$ cat src/rtl/fp_add_seq.sv
// rtl/fp_add_seq.sv - multi-cycle single-precision adder, truncating, denormals flushed to zero
module fp_add_seq (
    input  logic        clk,
    input  logic        rst,
    input  logic [31:0] a,
    input  logic [31:0] b,
    input  logic        in_valid,
    output logic        in_ready,
    output logic [31:0] result,
    output logic        under_overflow,
    output logic        out_valid,
    input  logic        out_ready
);

    typedef enum logic [2:0] {IDLE, ALIGN, ADD, NORM, DONE} state_t;

    state_t      state;
    logic        sign_a;
    logic        sign_b;
    logic [23:0] man_a;
    logic [23:0] man_b;
    logic [7:0]  diff;
    logic [24:0] sum;
    logic        res_sign;
    logic [7:0]  res_exp;

    logic [7:0]  exp_a_in;
    logic [7:0]  exp_b_in;
    logic [23:0] man_a_in;
    logic [23:0] man_b_in;
    logic        inf_a;
    logic        inf_b;
    logic        swap;

    always_comb begin
        exp_a_in = a[30:23];
        exp_b_in = b[30:23];
        man_a_in = (exp_a_in != 8'd0) ? {1'b1, a[22:0]} : 24'h0;
        man_b_in = (exp_b_in != 8'd0) ? {1'b1, b[22:0]} : 24'h0;
        inf_a    = (exp_a_in == 8'hFF);
        inf_b    = (exp_b_in == 8'hFF);
        swap     = (exp_b_in > exp_a_in);
    end

    always_ff @(posedge clk or posedge rst) begin
        if (rst) begin
            state          <= IDLE;
            sign_a         <= 1'b0;
            sign_b         <= 1'b0;
            man_a          <= 24'h0;
            man_b          <= 24'h0;
            diff           <= 8'h0;
            sum            <= 25'h0;
            res_sign       <= 1'b0;
            res_exp        <= 8'h0;
            result         <= 32'h0;
            under_overflow <= 1'b0;
            out_valid      <= 1'b0;
            in_ready       <= 1'b1;
        end else begin
            case (state)
                IDLE: begin
                    if (in_valid) begin
                        in_ready <= 1'b0;
                        if (inf_a || inf_b) begin
                            state          <= DONE;
                            out_valid      <= 1'b1;
                            under_overflow <= 1'b1;
                            if (inf_a && inf_b && (a[31] != b[31]))
                                result <= 32'h7FC00000;
                            else if (inf_a)
                                result <= {a[31], 8'hFF, 23'h0};
                            else
                                result <= {b[31], 8'hFF, 23'h0};
                        end else begin
                            state <= ALIGN;
                            // Operand A always carries the larger exponent from here on.
                            if (swap) begin
                                sign_a  <= b[31];
                                sign_b  <= a[31];
                                man_a   <= man_b_in;
                                man_b   <= man_a_in;
                                res_exp <= exp_b_in;
                                diff    <= exp_b_in - exp_a_in;
                            end else begin
                                sign_a  <= a[31];
                                sign_b  <= b[31];
                                man_a   <= man_a_in;
                                man_b   <= man_b_in;
                                res_exp <= exp_a_in;
                                diff    <= exp_a_in - exp_b_in;
                            end
                        end
                    end
                end

                ALIGN: begin
                    if (diff >= 8'd24) begin
                        man_b <= 24'h0;
                        diff  <= 8'h0;
                        state <= ADD;
                    end else if (diff == 8'd0) begin
                        state <= ADD;
                    end else begin
                        man_b <= man_b >> 1;
                        diff  <= diff - 8'd1;
                        if (diff == 8'd1)
                            state <= ADD;
                    end
                end

                ADD: begin
                    state <= NORM;
                    if (sign_a == sign_b) begin
                        sum      <= {1'b0, man_a} + {1'b0, man_b};
                        res_sign <= sign_a;
                    end else if (man_a > man_b) begin
                        sum      <= {1'b0, man_a} - {1'b0, man_b};
                        res_sign <= sign_a;
                    end else if (man_b > man_a) begin
                        sum      <= {1'b0, man_b} - {1'b0, man_a};
                        res_sign <= sign_b;
                    end else begin
                        sum      <= 25'h0;
                        res_sign <= 1'b0;
                    end
                end

                NORM: begin
                    if (sum == 25'h0) begin
                        result         <= 32'h0;
                        under_overflow <= 1'b0;
                        out_valid      <= 1'b1;
                        state          <= DONE;
                    end else if (sum[24]) begin
                        if (res_exp == 8'd254) begin
                            result         <= {res_sign, 8'hFF, 23'h0};
                            under_overflow <= 1'b1;
                        end else begin
                            result         <= {res_sign, res_exp + 8'd1, sum[23:1]};
                            under_overflow <= 1'b0;
                        end
                        out_valid <= 1'b1;
                        state     <= DONE;
                    end else if (sum[23]) begin
                        result         <= {res_sign, res_exp, sum[22:0]};
                        under_overflow <= 1'b0;
                        out_valid      <= 1'b1;
                        state          <= DONE;
                    end else if (res_exp <= 8'd1) begin
                        // A further left shift would need exponent 0, which is flushed.
                        result         <= {res_sign, 31'h0};
                        under_overflow <= 1'b1;
                        out_valid      <= 1'b1;
                        state          <= DONE;
                    end else begin
                        sum     <= sum << 1;
                        res_exp <= res_exp - 8'd1;
                    end
                end

                DONE: begin
                    if (out_ready) begin
                        out_valid <= 1'b0;
                        in_ready  <= 1'b1;
                        state     <= IDLE;
                    end
                end

                default: state <= IDLE;
            endcase
        end
    end

endmodule
$ cat config.mk
export PLATFORM = sky130hd
export DESIGN_NAME = fp_add_seq
export DESIGN_NICKNAME = d
export VERILOG_FILES = /design/src/rtl/fp_add_seq.sv
export SDC_FILE = /design/constraint.sdc
export NUM_CORES = 1
export LEC_CHECK = 0
export BUFFER_PORTS_ARGS = -buffer_cell sky130_fd_sc_hd__buf_2
export CAP_MARGIN = 20
export CELL_PAD_IN_SITES_DETAIL_PLACEMENT = 1
export CELL_PAD_IN_SITES_GLOBAL_PLACEMENT = 2
export CORE_MARGIN = 3
export CORE_UTILIZATION = 39
export CTS_CLUSTER_DIAMETER = 200
export DETAILED_ROUTE_END_ITERATION = 7
export PLACE_DENSITY = 0.87
export SKIP_LAST_GASP = 1
export SLEW_MARGIN = 20
export SYNTH_ARGS = -nofsm -noshare
export SYNTH_HDL_FRONTEND = slang
export SYNTH_SLANG_ARGS = --single-unit
$ cat constraint.sdc
create_clock -name clk -period 7.26 [get_ports clk]
set_input_delay 0.363 -clock clk [delete_from_list [all_inputs] [get_ports clk]]
set_output_delay 0.363 -clock clk [all_outputs]
set_load 0.005 [all_outputs]
Word-level counts from Yosys, hierarchy flattened
Cells that the tools add are included.
{ "word_totals": {"ff_bits": 130, "output_inout_bits": 35, "word_cells": 146} }
{ "op_classes": {"n_addsub": 8, "order_cmp": 5, "eq_ne": 21, "n_mux": 73, "bitwise": 1, "n_reduce_logical": 23} }
{ "op_table": {"columns": ["operator", "n"], "rows": [
  ["32-bit two-way mux", 8],
  ["24-bit two-way mux", 10],
  ["25-bit two-way mux", 5],
  ["8-bit two-way mux", 12],
  ["32-bit one-hot mux with 2 select lines", 1],
  ["25-bit one-hot mux with 2 select lines", 1],
  ["24-bit by 24-bit subtractor with 25-bit output", 2],
  ["24-bit greater-than comparator", 2],
  ["24-bit one-hot mux with 2 select lines", 1],
  ["8-bit one-hot mux with 2 select lines", 2],
  ["31-bit two-way mux", 1],
  ["3-bit two-way mux", 10],
  ["24-bit by 24-bit adder with 25-bit output", 1],
  ["25-bit logical NOT", 1],
  ["8-bit == test, second input constant", 3],
  ["1-bit two-way mux", 18],
  ["2-bit != test, second input constant", 8],
  ["8-bit nonzero test", 2],
  ["8-bit by 1-bit subtractor with 8-bit output, second input constant", 2],
  ["8-bit subtractor", 2],
  ["3-bit one-hot mux with 5 select lines", 1],
  ["4-bit AND reduction", 3],
  ["5-bit AND reduction", 2],
  ["3-bit AND reduction", 3],
  ["other kinds (24)", 30]
]} }

Longest topological paths before layout
Gate-level depths: netlist of the first run.
{ "logic_depth": {"word_depth": 7, "depth_mapped": 14, "depth_no_buf": 13} }

Least setup slack after synthesis of the first run
Ideal clock, no wire load.
{ "synth_path": {"kind": "register to register", "start": "reg man_a[1]", "end": "reg sum[17]", "arrival_ns": 2.678, "setup_slack_ns": 4.488, "path_stages_with_launch": 12, "cell_sequence": "dfrtp_1 > inv_1 > ha_1 > nor2b_1 > o221ai_2 > a211oi_4 > a41oi_1 > o41a_1 > o31ai_2 > xnor2_1 > nand2_1 > a221oi_2"} }
{ "synth_between": {"elab_chain_len": 5} }
{ "synth_lines": {"columns": ["element", "line_no", "rtl"], "rows": [
  ["start, declared", "20", "logic [23:0] man_a;"],
  ["start signal, assigned", "81", "man_a <= man_b_in;"],
  ["start signal, assigned", "88", "man_a <= man_a_in;"],
  ["24-bit by 24-bit subtractor with 25-bit output or 24-bit greater-than comparator (tied branches)", "121, 120", null],
  ["25-bit two-way mux", "120", "end else if (man_b > man_a) begin"],
  ["25-bit two-way mux", "117", "end else if (man_a > man_b) begin"],
  ["25-bit two-way mux *", "114", "if (sign_a == sign_b) begin"],
  ["25-bit one-hot mux with 2 select lines *", "61", "case (state)"],
  ["end signal, assigned", "115", "sum <= {1'b0, man_a} + {1'b0, man_b};"],
  ["end signal, assigned", "118", "sum <= {1'b0, man_a} - {1'b0, man_b};"],
  ["end signal, assigned", "121", "sum <= {1'b0, man_b} - {1'b0, man_a};"],
  ["end, declared", "23", "logic [24:0] sum;"]
]} }
Mark *: on every way between the ends. The rest lies on a longest branch, timed or not.
A chain may end at the register's enable or synchronous reset.

Final worst setup path of the first run
{ "layout_path": {"start": "reg man_b[8]", "end": "reg sum[15]"} }
{ "layout_between": {"elab_chain_len": 5} }
{ "layout_lines": {"columns": ["element", "line_no", "rtl"], "rows": [
  ["start, declared", "21", "logic [23:0] man_b;"],
  ["start signal, assigned", "82", "man_b <= man_a_in;"],
  ["start signal, assigned", "89", "man_b <= man_b_in;"],
  ["start signal, assigned", "105", "man_b <= man_b >> 1;"],
  ["24-bit by 24-bit subtractor with 25-bit output or 24-bit greater-than comparator (tied branches)", "121, 120", null],
  ["25-bit two-way mux", "120", null],
  ["25-bit two-way mux", "117", null],
  ["25-bit two-way mux *", "114", null],
  ["25-bit one-hot mux with 2 select lines *", "61", null]
]} }
Marks and branches as above.

==> results of run 1 <==
cells by family (layout without fill, tap and decap cells):
kind of cell / count (synthesis) / after routing / synth area share (%)
simple gates: 476 / 476 / 18.4
mux: 16 / 16 / 1.38
other cells: 0 / 2 / 0
fa+ha+maj: 98 / 98 / 10.6
xor+xnor: 47 / 47 / 3.44
buf+inv: 206 / 250 / 7.23
compound gates: 574 / 574 / 31.8
flops: 130 / 130 / 27.2
final cells by class:
| class | instances | area, µm² | area share (%) |
|---|---|---|---|
| clock buffers | 19 | 453 | 3.42 |
| well taps | 390 | 488 | 3.69 |
| flip-flops and latches | 130 | 3250 | 24.6 |
| multi-input cells | 1211 | 7910 | 59.8 |
| inverters | 103 | 389 | 2.94 |
| clock inverters | 13 | 126 | 0.955 |
| diodes | 2 | 5.00 | 0.0378 |
| repair buffers | 115 | 608 | 4.60 |
critical path, stage by stage, from the launching register on:
cell      delay (ps)
dfrtp_1          430
ha_1             660
nand2_2          160
o211ai_1         290
a41oi_1          260
a21boi_2         260
o21a_1           590
nand2_1          360
o21ai_0          250
o21ai_0          140
a221oi_2         240
through the flow:
step	utilization, %	instances	hold slack [ps]	instance area [µm²]	setup slack [ps]
2_1_floorplan	-	1547	457	12000	3430
3_3_place_gp	42.2	1949	459	12600	3640
3_5_place_dp	42.2	1949	465	12600	3540
4_1_cts	44.1	1981	87.2	13200	3620
5_1_grt	44.2	1983	108	13200	3180
6_report	44.2	1983	50.2	13200	3530
synthesized netlist by cell type (all sizes together) (6+ instances only):
master / instances
a211oi: 17
a21o: 17
a21oi: 182
a221o: 6
a221oi: 11
a22oi: 54
a311oi: 25
a31oi: 14
and2: 6
and3: 13
buf: 42
clkbuf: 61
dfrtp: 129
ha: 93
inv: 103
mux2i: 12
nand2: 163
nand2b: 12
nand3: 45
nand4: 14
nor2: 142
nor2b: 14
nor3: 26
nor4: 14
o211ai: 11
o21a: 8
o21ai: 126
o21bai: 11
o221ai: 11
o22a: 15
o22ai: 12
o31ai: 17
or2: 7
or3: 10
xnor2: 35
xor2: 12
final timing paths:
path | start | endpoint | slack (ps) | cells past startpoint
max in group asynchronous | rst | sum[22]$_DFFE_PP0P_ | 5740 | 3
hold / removal | rst | result[28]$_DFFE_PP0P_ | 50 | 2
min in group clk | out_ready | state[2]$_DFFE_PP0P_ | 210 | 3
setup reg to reg | man_b[8]$_DFFE_PP0P_ | sum[15]$_DFFE_PP0P_ | 3530 | 10
setup / recovery | man_b[8]$_DFFE_PP0P_ | sum[15]$_DFFE_PP0P_ | 3530 | 10
hold reg to reg | result[21]$_DFFE_PP0P_ | result[21]$_DFFE_PP0P_ | 470 | 2
metal layers:
layer | global-route usage (%) | vias to the layer above | share of wire, %
met5 | 0 | - | 0
met4 | 6.43 | 0 | 1.5
met3 | 3.34 | 37 | 5.6
met2 | 36.4 | 335 | 43
met1 | 38.1 | 5849 | 50
li1 | - | 5645 | -
sequential cells by signal, summed over array words and instances, names as in the netlist, 3 cells and up:
register / count
res_exp: 8
state: 3
sum: 25
man_a: 24
diff: 8
man_b: 24
result: 32
==> run metrics, run 1 <==
Fillers=between 3k and 4k; commonest non-fill, non-tap cell in the layout=a21oi_1; Mapped Cells=~1.5k; routability congestion estimate from global placement=roughly 0.93; worst hold path class=primary input to async pin; IO Pins=103; CP Data Arrival Time=4080 ps; MaxCap Viol Count=0; CORE AREA=between 20000 and 30000 µm²; status=finished clean; CTS tree=done; Syn Area/Cell=slightly below 8 µm²; Req. time, crit path=between 7000 and 8000 ps; hold buffer count at CTS=0; share of layout cells above drive strength 1=between 10% and 20%; clock-pin transition on the worst setup and hold timing paths=approximately 60 ps; DRC Markers=0; Layout area overhead=10.6%; top cell type's share of synthesized area=between 20% and 30%; drt initial violations=between 1k and 1.5k; post-DP HPWL=about 31 mm; detail-routed via count per cell=5.98; CP Launch Type=flop; Die X=181 µm; first-pass GRT wire length=around 66 mm; Synth Net Count=1713; dominant cell type by area after synthesis=dfrtp_1; die area=32800 µm²; CTS max path bufs=2; NumNets Final=~1.7k; sequential-to-total area share from yosys stat=between 20% and 30%; number of global-route vias before repair=between 10k and 15k; Crit Path Category=flop to flop; top cells by area, synth=dfrtp_1, ha_1, a21oi_1; final setup fails=0; worst skew pair latency=~440 ps; Total GRT Usage=24.8%; most frequent cells in the layout=a21oi_1, nand2_1, nor2_1; Final Hold Fails=0; routed len/inst=between 20 and 25 µm; height of the die=181 µm; # port buffers=a little over 100; initial antenna violation count=2; clock root buffer=clkbuf_16; Final Skew=between 8 and 9 ps; Post-synth EDFFs=0; ys async rst share=100%; FP Rows=63; Worst-Margin Slew=approximately 1000 ps; via count=between 10k and 15k; Synth Register Bits=130; Pins Over Slew Limit=0; Setup crit end kind=flop; minimum clock period=between 3000 and 4000 ps; Netlist cell types=89; Cell Area, Synth=roughly 12000 µm²; Rel. slew slack=30.5%; Post-synth top flop=dfrtp_1; FMAX=268 MHz; clk sinks=between 100 and 150; H-tree depth=4; setup bufs post-CTS=0; total CTS buffers=17; setup tns final=0 ps; first-pass detailed-route iteration total=7; pin count of the biggest net entering global routing=just under 100; Max FO, Critical Path=17; Antenna Nets Post-Route=0; Overflow after GRT=0; DRT Wirelength=41.1 mm; CTS resizes=0; YS warnings=0; Starting Density=between 30% and 40%; RSZ-0062 raised after global routing=false; Final period util=slightly above 50%
Power of run 1 is left out: the tool's default activity adds up to more than one toggle a clock period on the data nets, which glitch-free logic cannot reach.
==> run 2, diff against run 1 <==
--- a/config.mk
+++ b/config.mk
@@ -5,15 +5,16 @@
 export SDC_FILE = /design/constraint.sdc
 export NUM_CORES = 1
 export LEC_CHECK = 0
+export ABC_AREA = 1
 export BUFFER_PORTS_ARGS = -buffer_cell sky130_fd_sc_hd__buf_2
 export CAP_MARGIN = 20
 export CELL_PAD_IN_SITES_DETAIL_PLACEMENT = 1
 export CELL_PAD_IN_SITES_GLOBAL_PLACEMENT = 2
 export CORE_MARGIN = 3
-export CORE_UTILIZATION = 39
+export CORE_UTILIZATION = 34
 export CTS_CLUSTER_DIAMETER = 200
 export DETAILED_ROUTE_END_ITERATION = 7
-export PLACE_DENSITY = 0.87
+export PLACE_DENSITY = 0.81
 export SKIP_LAST_GASP = 1
 export SLEW_MARGIN = 20
 export SYNTH_ARGS = -nofsm -noshare
==> constraint.sdc (replaced) <==
create_clock -name clk -period 3.45 [get_ports clk]
set_input_delay 0.1725 -clock clk [delete_from_list [all_inputs] [get_ports clk]]
set_output_delay 0.1725 -clock clk [all_outputs]
set_load 0.005 [all_outputs]
==> run 2 against run 1 <==
- final cell count increased by 32%
- non-clock buffer count increased by 25
- clock-buffer cell count increased by 1
- die area increased by 25%
- highest routed layer unchanged
- worst hold slack got worse by 12 ps
- via count increased by 18%
- critical path type unchanged
- design area increased by 12%
- synthesized area increased by 10%
- global-route usage increased by 0.92 points
- flip-flop and latch count unchanged
- critical path depth increased by 7
- maximum frequency increased by 22%
==> run metrics, run 2 <==
final setup fails=0 (unchanged); share of layout cells above drive strength 1=11.1% (-1.9 points); post-DP HPWL=42.6 mm (+37%); Setup crit end kind=flop; top cells by area, synth=dfrtp_1, nand2_1, ha_1; initial antenna violation count=0 (-2); worst hold path class=primary input to flop; Antenna Cells=0 (-2); CTS max path bufs=2 (unchanged); status=finished clean; clock-pin transition on the worst setup and hold timing paths=70 ps (about the same); Worst-Margin Slew=919 ps (-114 ps); Max FO, Critical Path=8 (-9); Req. time, crit path=3810 ps (-3800 ps); Synth Net Count=2194 (+28%); RSZ-0062 raised after global routing=false; setup tns final=0 ps (unchanged); hold path depth=3; most common cell in the netlist=nand2_1; first-pass detailed-route iteration total=5 (-2); Synth Register Bits=130 (unchanged); Starting Density=34.7% (-5.2 points); DRC Markers=0 (unchanged); placed cells=2585 (+33%); detail-routed via count per cell=5.36 (-10%); Setup WS pre-CTS=484 ps (-3060 ps); top post-synthesis cells by count=nand2_1, inv_1, o21ai_0, nor2_1, a21oi_1; Crit Path Category=flop to flop; CTS tree=done; YS warnings=0 (unchanged); worst skew pair latency=460 ps (+20 ps); commonest non-fill, non-tap cell in the layout=nand2_1; Total GRT Usage=25.7% (+0.92 points); Non-Filler Instances=2619 (+32%); Mapped Cells=2028 (+31%); Final Skew=19.8 ps (+11.4 ps); MaxCap Viol Count=0 (unchanged); R2R Setup Slk=380 ps (-3140 ps); Overflow after GRT=0 (unchanged); via count=14.0k (+18%); FMAX=326 MHz (+22%); routability congestion estimate from global placement=0.949 (+1.9%); sequential-to-total area share from yosys stat=24.7% (-2.5 points); dominant cell type by area after synthesis=dfrtp_1; Post-synth EDFFs=0 (unchanged); Final Hold Fails=0 (unchanged); total CTS buffers=17 (unchanged); minimum clock period=3070 ps (-668 ps); H-tree depth=4 (unchanged); most flop-heavy register=result; Syn Area/Cell=6.49 µm² (-16%); CORE AREA=37900 µm² (+27%); routed len/inst=20.1 µm (-3.1%); number of global-route vias before repair=14.3k (+20%); DRT Wirelength=52.6 mm (+28%); Rel. slew slack=38.7% (+8.2 points); Cell Area, Synth=13200 µm² (+10%); reg2reg path depth=17 (+7); setup bufs post-CTS=0 (unchanged); Antenna Nets Post-Route=0 (unchanged); die area=41100 µm² (+25%); Pins Over Slew Limit=0 (unchanged); pin count of the biggest net entering global routing=77 (-21%); max reg flops=32 (unchanged); ys async rst share=100% (unchanged); clk sinks=130 (unchanged); Post-synth top flop=dfrtp_1; most frequent cells in the layout=nand2_1, inv_1, o21ai_0; CTS resizes=0 (unchanged); top cell type's share of synthesized area=24.5% (-2.5 points); clock root buffer=clkbuf_16; Hold WS=38.3 ps (-11.9 ps); NumNets Final=2261 (+30%); # port buffers=102 (unchanged); IO Pins=103 (unchanged); Die X=203 µm (+12%); height of the die=203 µm (+12%); first-pass GRT wire length=83.5 mm (+26%); Netlist cell types=61 (-31%); FP Rows=71 (+13%); CP Data Arrival Time=3420 ps (-660 ps); biggest regs=result (32), sum (25); Layout area overhead=12.3%; Final period util=88.9% (+37 points); drt initial violations=906 (-21%); CP Launch Type=flop; final setup margin=384 ps (-3140 ps)
[run 2: worst max-delay path, cell delays in order, from the launching register on]
cell      delay (ps)
dfrtp_1          390
inv_1             90
ha_1             370
buf_4            200
inv_1            160
a21oi_1           90
nand2_1          210
inv_1            120
o21bai_1         510
nand2_1          150
a21oi_1          160
nor2_1            50
nand2_1          120
nand2_1           70
inv_1             80
nand2_1           60
nand2_1           60
nand2_1           40
[run 2: area by class of cell]
type,count,area [µm²]
Clock inverter,12,149
Clock buffer,20,447
Inverter,282,1070
Tap cell,511,639
Multi-Input combinational cell,1524,8370
Sequential cell,130,3250
Fill cell,4968,23200
Timing Repair Buffer,140,851
[run 2: cell families after synthesis]
group / after synthesis / share of synthesized area [%]
and+or+nand+nor: 875 / 29.1
AOI/OAI and AO/OA: 505 / 21.8
buffers and inverters: 374 / 11.7
DFF: 130 / 24.7
adders and majority gates: 98 / 9.60
xor gates and xnor gates: 45 / 3.00
muxes: 1 / 0.0856
[run 2: per-stage QoR]
step	util, %	instance area (µm²)
6_report	39.0	14800
3_3_place_gp	37.3	14200
2_1_floorplan	-	13200
4_1_cts	39.0	14800
3_5_place_dp	37.3	14200
5_1_grt	39.0	14800
[run 2: worst paths after layout]
path                                             start                      to
worst max-delay path              man_a[2]$_DFFE_PP0P_     sum[15]$_DFFE_PP0P_
worst min-delay path                             b[31]      sign_a$_DFFE_PP0P_
worst max register to register    man_a[2]$_DFFE_PP0P_     sum[15]$_DFFE_PP0P_
worst min register to register  result[12]$_DFFE_PP0P_  result[12]$_DFFE_PP0P_
max in group asynchronous                          rst    in_ready$_DFFE_PP1P_
min in group asynchronous                          rst   result[4]$_DFFE_PP0P_
[run 2: per-layer routing]
metal / wire [µm] / share of wire, % / vias up / global-route usage [%]
met5: 0 / 0 / - / 0
met4: 917 / 1.7 / 0 / 6.04
met3: 1850 / 3.5 / 46 / 2.90
met2: 23300 / 44 / 300 / 40.1
met1: 26600 / 51 / 6911 / 38.0
li1: - / - / 6792 / -
[run 2: timing repair]
action                     4_1_cts  5_1_grt
hold buffers                     2        0
hold endpoints to repair        19        0
setup endpoints to repair        0        0
Power of run 2 is left out for the same reason.
